File: config.mk
export PLATFORM = sky130hd
export DESIGN_NAME = btn_event_fsm
export DESIGN_NICKNAME = d
export VERILOG_FILES = /design/src/rtl/btn_event_fsm.sv
export SDC_FILE = /design/constraint.sdc
export NUM_CORES = 1
export LEC_CHECK = 0
export CAP_MARGIN = 0
export CELL_PAD_IN_SITES_DETAIL_PLACEMENT = 0
export CELL_PAD_IN_SITES_GLOBAL_PLACEMENT = 1
export CORE_MARGIN = 3
export CORE_UTILIZATION = 47
export DETAILED_ROUTE_END_ITERATION = 16
export GPL_TIMING_DRIVEN = 0
export HOLD_SLACK_MARGIN = 0.03
export PLACE_DENSITY = 0.81
export SYNTH_ARGS = -nofsm -noshare
export SYNTH_HDL_FRONTEND = slang
export SYNTH_SLANG_ARGS = --single-unit
File: constraint.sdc
create_clock -name clk -period 2.7 [get_ports clk]
set_input_delay 0.27 -clock clk [delete_from_list [all_inputs] [get_ports clk]]
set_output_delay 0.27 -clock clk [all_outputs]
set_load 0.1 [all_outputs]
File: src/rtl/btn_event_fsm.sv
// btn_event_fsm: classifies a debounced button level into press/release/short/long/double-click pulses.
// Optional auto-repeat while held is compiled in with `define REPEAT_EN.
module btn_event_fsm #(
  parameter int TICK_BITS    = 20,
  parameter int LONG_TICKS   = 100,
  parameter int DBL_TICKS    = 30,
  parameter int REPEAT_TICKS = 20,
  parameter int CNT_W        = 8
) (
  input  logic clk,
  input  logic reset_n,
  input  logic db,
  output logic press_pulse,
  output logic release_pulse,
  output logic short_press,
  output logic long_press,
  output logic double_click,
  output logic held,
  output logic repeat_pulse
);
  typedef enum logic [2:0] {IDLE, PRESSED, LONG_HELD, WAIT_SECOND, SECOND_PRESSED} state_t;
  state_t state, nxt;
  logic db_q, rise, fall, m_tick;
  logic short_nxt, long_nxt, dbl_nxt, rep_nxt;
  logic [TICK_BITS-1:0] q;
  logic [CNT_W-1:0] cnt, cnt_nxt;
  if (LONG_TICKS > 2**CNT_W || DBL_TICKS > 2**CNT_W || REPEAT_TICKS > 2**CNT_W) begin : g_cnt_w_check
    $error("CNT_W too narrow for tick thresholds");
  end
  assign rise   = db & ~db_q;
  assign fall   = ~db & db_q;
  assign m_tick = q == '0;
  // db edges are tested before m_tick in every state, so an edge wins a same-cycle tick
  always_comb begin
    nxt       = state;
    short_nxt = 1'b0;
    long_nxt  = 1'b0;
    dbl_nxt   = 1'b0;
    rep_nxt   = 1'b0;
    case (state)
      IDLE: if (rise) nxt = PRESSED;
      PRESSED:
        if (fall) nxt = WAIT_SECOND;
        else if (m_tick && cnt == CNT_W'(LONG_TICKS - 1)) begin
          nxt      = LONG_HELD;
          long_nxt = 1'b1;
        end
      LONG_HELD: begin
        if (fall) nxt = IDLE;
`ifdef REPEAT_EN
        else if (m_tick && cnt == CNT_W'(REPEAT_TICKS - 1)) rep_nxt = 1'b1;
`endif
      end
      WAIT_SECOND:
        if (rise) begin
          nxt     = SECOND_PRESSED;
          dbl_nxt = 1'b1;
        end else if (m_tick && cnt == CNT_W'(DBL_TICKS - 1)) begin
          nxt       = IDLE;
          short_nxt = 1'b1;
        end
      SECOND_PRESSED: if (fall) nxt = IDLE;
      default: nxt = IDLE;
    endcase
    cnt_nxt = (nxt != state || rep_nxt) ? '0 : (m_tick && cnt != '1) ? cnt + CNT_W'(1) : cnt;
  end
  always_ff @(posedge clk or negedge reset_n)
    if (!reset_n) begin
      state         <= IDLE;
      db_q          <= 1'b0;
      q             <= '0;
      cnt           <= '0;
      press_pulse   <= 1'b0;
      release_pulse <= 1'b0;
      short_press   <= 1'b0;
      long_press    <= 1'b0;
      double_click  <= 1'b0;
      held          <= 1'b0;
      repeat_pulse  <= 1'b0;
    end else begin
      state         <= nxt;
      db_q          <= db;
      q             <= q + TICK_BITS'(1);
      cnt           <= cnt_nxt;
      press_pulse   <= rise;
      release_pulse <= fall;
      short_press   <= short_nxt;
      long_press    <= long_nxt;
      double_click  <= dbl_nxt;
      held          <= nxt == LONG_HELD;
      repeat_pulse  <= rep_nxt;
    end
endmodule

==> results by group <==
Synthesis
  • FFs w/ async S/R, synth: 100%
  • Sequential area share after synthesis: 50.8%
  • Seq cells post-synth: 38
  • Post-Syn Area: 0.00187 sq mm
  • Top cells by area, synth: dfrtp_1, xnor2_1, nor3_1
  • Top-area cell type share of the netlist area: 50.8%
  • Syn Nets: 184
  • Warnings, synthesis: 0
  • Post-synth top flop: dfrtp_1
  • Syn avg cell area: 10.6 sq um
  • Yosys cell types: 38
  • Area leader, netlist: dfrtp_1
  • Post-Syn Instances: 177
  • EDFF count, synth: 0

Finish
  • Layout cell share with drive strength beyond 1: 8.29%
  • Net count, final: 199
  • Fill cells: 360
  • Most frequent cells in the layout: dfrtp_1, nor3_1, xnor2_1, nand2_1, nand3_1
  • Syn-to-layout area delta: 12.1%
  • Commonest non-fill, non-tap cell in the layout: dfrtp_1
  • Antenna diodes: 0

Placement
  • GP Congestion: 0.821
  • Worst slack at placement: 180 ps
  • HPWL after DPL: 2.50 mm
  • Port bufs: 8

GRT
  • Initial antenna violation count: 0
  • Grt total ovfl: 0
  • Vias in the first global route: 1369
  • First-pass GRT wire length: 6.30 mm
  • GR Util All Layers: 16.2%
  • Largest net degree at the start of global routing: 39

Critical path
  • Worst path slowest cell: or4b_1
  • CP Class: reg -> reg
  • Crit path buf inv count: 1
  • Crit path required time: 2900 ps
  • End of the worst register-to-register path: cnt[4]$_DFFE_PN0P_
  • FF-to-FF setup slack: 140 ps
  • CP peak stage delay: 490 ps
  • Crit-path max FO: 7
  • Crit path max-delay family: simple AND/OR/NAND/NOR gates
  • Most Frequent Cell on Critical Path: and3_1
  • R2R Path Start: cnt[0]$_DFFE_PN0P_
  • Critical path arrival: 2760 ps
  • Worst setup SP type: register
  • Reg2Reg Depth: 7
  • CP endpoint kind: register
  • WP depth: 7
  • Cell Chain, Critical Path: ha_1 -> and3_1 -> and3_1 -> or4b_1 -> buf_2 -> or3_1 -> a211oi_1

Timing
  • Unrepaired setup endpoints after global routing: false
  • Final max-slew violation count: 0
  • Period utilization: 94.9%
  • Relative slew slack: 35.4%
  • Setup ws final: 138 ps
  • Post-route setup TNS: 0 ps
  • Worst Tran Pin Value: 965 ps
  • FMAX: 0.390 GHz
  • # setup viols final: 0
  • Hold Fails Final Rpt: 0
  • Period minus WS final: 2560 ps
  • Clock skew: 6.95 ps

Clocking
  • Reg clk slew, reported paths: 70 ps
  • CTS tree: built
  • Clock root buffer: clkbuf_8
  • Cts repair resizes: 0
  • Total CTS buffers: 5
  • Num Clock Sinks: 38
  • CTS Hold Bufs: 0
  • Clk_lat worst skew: 290 ps
  • H-Tree Depth: 2
  • Clock Tree Buf Depth: 2
  • Postcts setup bufs: 0

Route
  • Initial DRT Pass Iterations: 5
  • Vias per inst: 5.70
  • DRT Wirelength: 3.46 mm
  • Wire per inst: 14.3 um
  • Routed Antenna Nets: 0
  • Vias: 1373
  • Drt first-iter violations: 51
  • DRC viols: 0

Floorplanning
  • IO Pins: 10
  • Die Area: 0.00477 sq mm
  • Initial core utilization: 50.0%
  • Die width: 69.1 um
  • Die H: 69.1 um
  • Num rows: 22
  • Core Region: 0.00374 sq mm

Pwr
  • P per Cell Area: 606 mW/mm^2
  • Peak supply drop: 0.000352 V
  • Static Leak: 0.000896 uW

Job
  • Max-cap violations: 0

Status
  • Outcome: completed

Worst hold path
  • Hold Crit Class: in -> async
==> per-stage QoR <==
| step | hold slack, ps | std cells | util, % | cell area, sq um | total power [uW] |
|---|---|---|---|---|---|
| 3_5_place_dp | 422 | 233 | 53.6 | 2010 | 876 |
| 2_1_floorplan | -25.6 | 177 | - | 1870 | 804 |
| 6_report | 64.6 | 241 | 56.0 | 2100 | 1270 |
| 4_1_cts | 101 | 241 | 56.0 | 2100 | 1280 |
| 5_1_grt | 128 | 241 | 56.0 | 2100 | 1330 |
| 3_3_place_gp | 459 | 233 | 53.7 | 2010 | 874 |
==> worst max-delay path by stage <==
| stage | from | endpoint | slack, ps |
|---|---|---|---|
| final | cnt[0]$_DFFE_PN0P_ | cnt[4]$_DFFE_PN0P_ | 140 |
| after global routing | cnt[0]$_DFFE_PN0P_ | cnt[4]$_DFFE_PN0P_ | 20 |
| after CTS | cnt[0]$_DFFE_PN0P_ | cnt[4]$_DFFE_PN0P_ | 150 |
| after detailed placement | cnt[0]$_DFFE_PN0P_ | cnt[4]$_DFFE_PN0P_ | 180 |
| after global placement | cnt[0]$_DFFE_PN0P_ | cnt[4]$_DFFE_PN0P_ | 270 |
| after floorplan | cnt[0]$_DFFE_PN0P_ | cnt[4]$_DFFE_PN0P_ | 380 |
==> cells in the mapped netlist, drive strengths merged (2+ instances only) <==
| master | instances |
|---|---|
| dfrtp | 38 |
| nor3 | 16 |
| nand2 | 15 |
| xnor2 | 14 |
| nand3 | 9 |
| nand4 | 8 |
| nor4 | 8 |
| xor2 | 8 |
| inv | 7 |
| o21ai | 7 |
| nor2 | 6 |
| and3 | 5 |
| or3 | 5 |
| ha | 4 |
| nand2b | 4 |
| nor4b | 3 |
| a211oi | 2 |
| buf | 2 |
==> per-layer routing <==
metal	GRT usage, %	routed length, um
met4	6.51	73
met3	5.10	143
met2	25.4	1670
met1	20.8	1570
met5	0	0
==> cells by family (layout without fill, tap and decap cells) <==
logic type | Yosys count | in the layout | synth area share, %
AND/OR/NAND/NOR | 85 | 85 | 27.1
flip-flops | 38 | 38 | 50.8
XOR/XNOR | 22 | 22 | 10.3
AO/OA/AOI/OAI | 16 | 16 | 5.69
buffers and inverters | 9 | 25 | 2.07
adder cells (fa/ha/maj) | 4 | 4 | 2.68
multiplexers | 2 | 2 | 1.14
other | 1 | 1 | 0.200
==> area by class of cell <==
class	count	area (sq um)	share of cell area (%)
plain buffers	2	12.5	0.597
clock buffers	7	86.3	4.12
inverters	7	26.3	1.25
well taps	48	60.1	2.86
multi-input cells	130	881	42.0
flip-flops and latches	38	951	45.3
repair buffers	8	75.1	3.58
clock inverters	1	5.00	0.239
==> worst register-to-register path: stages (launching register included) <==
cell and delay (ps):
dfrtp_1 430, ha_1 310, and3_1 210, and3_1 220, or4b_1 490, buf_2 170
or3_1 360, a211oi_1 270
==> registers in the layout (all words and copies together) (netlist names) <==
register,cells
short_press,1
release_pulse,1
held,1
state,3
double_click,1
q,20
long_press,1
press_pulse,1
db_q,1
cnt,8
==> power by group <==
part,internal (uW),total (uW),switching [uW]
registers,593,623,30.1
logic,64.7,244,179
clock network,206,404,198
total,864,1270,407
(Power assumes the default switching activity.)
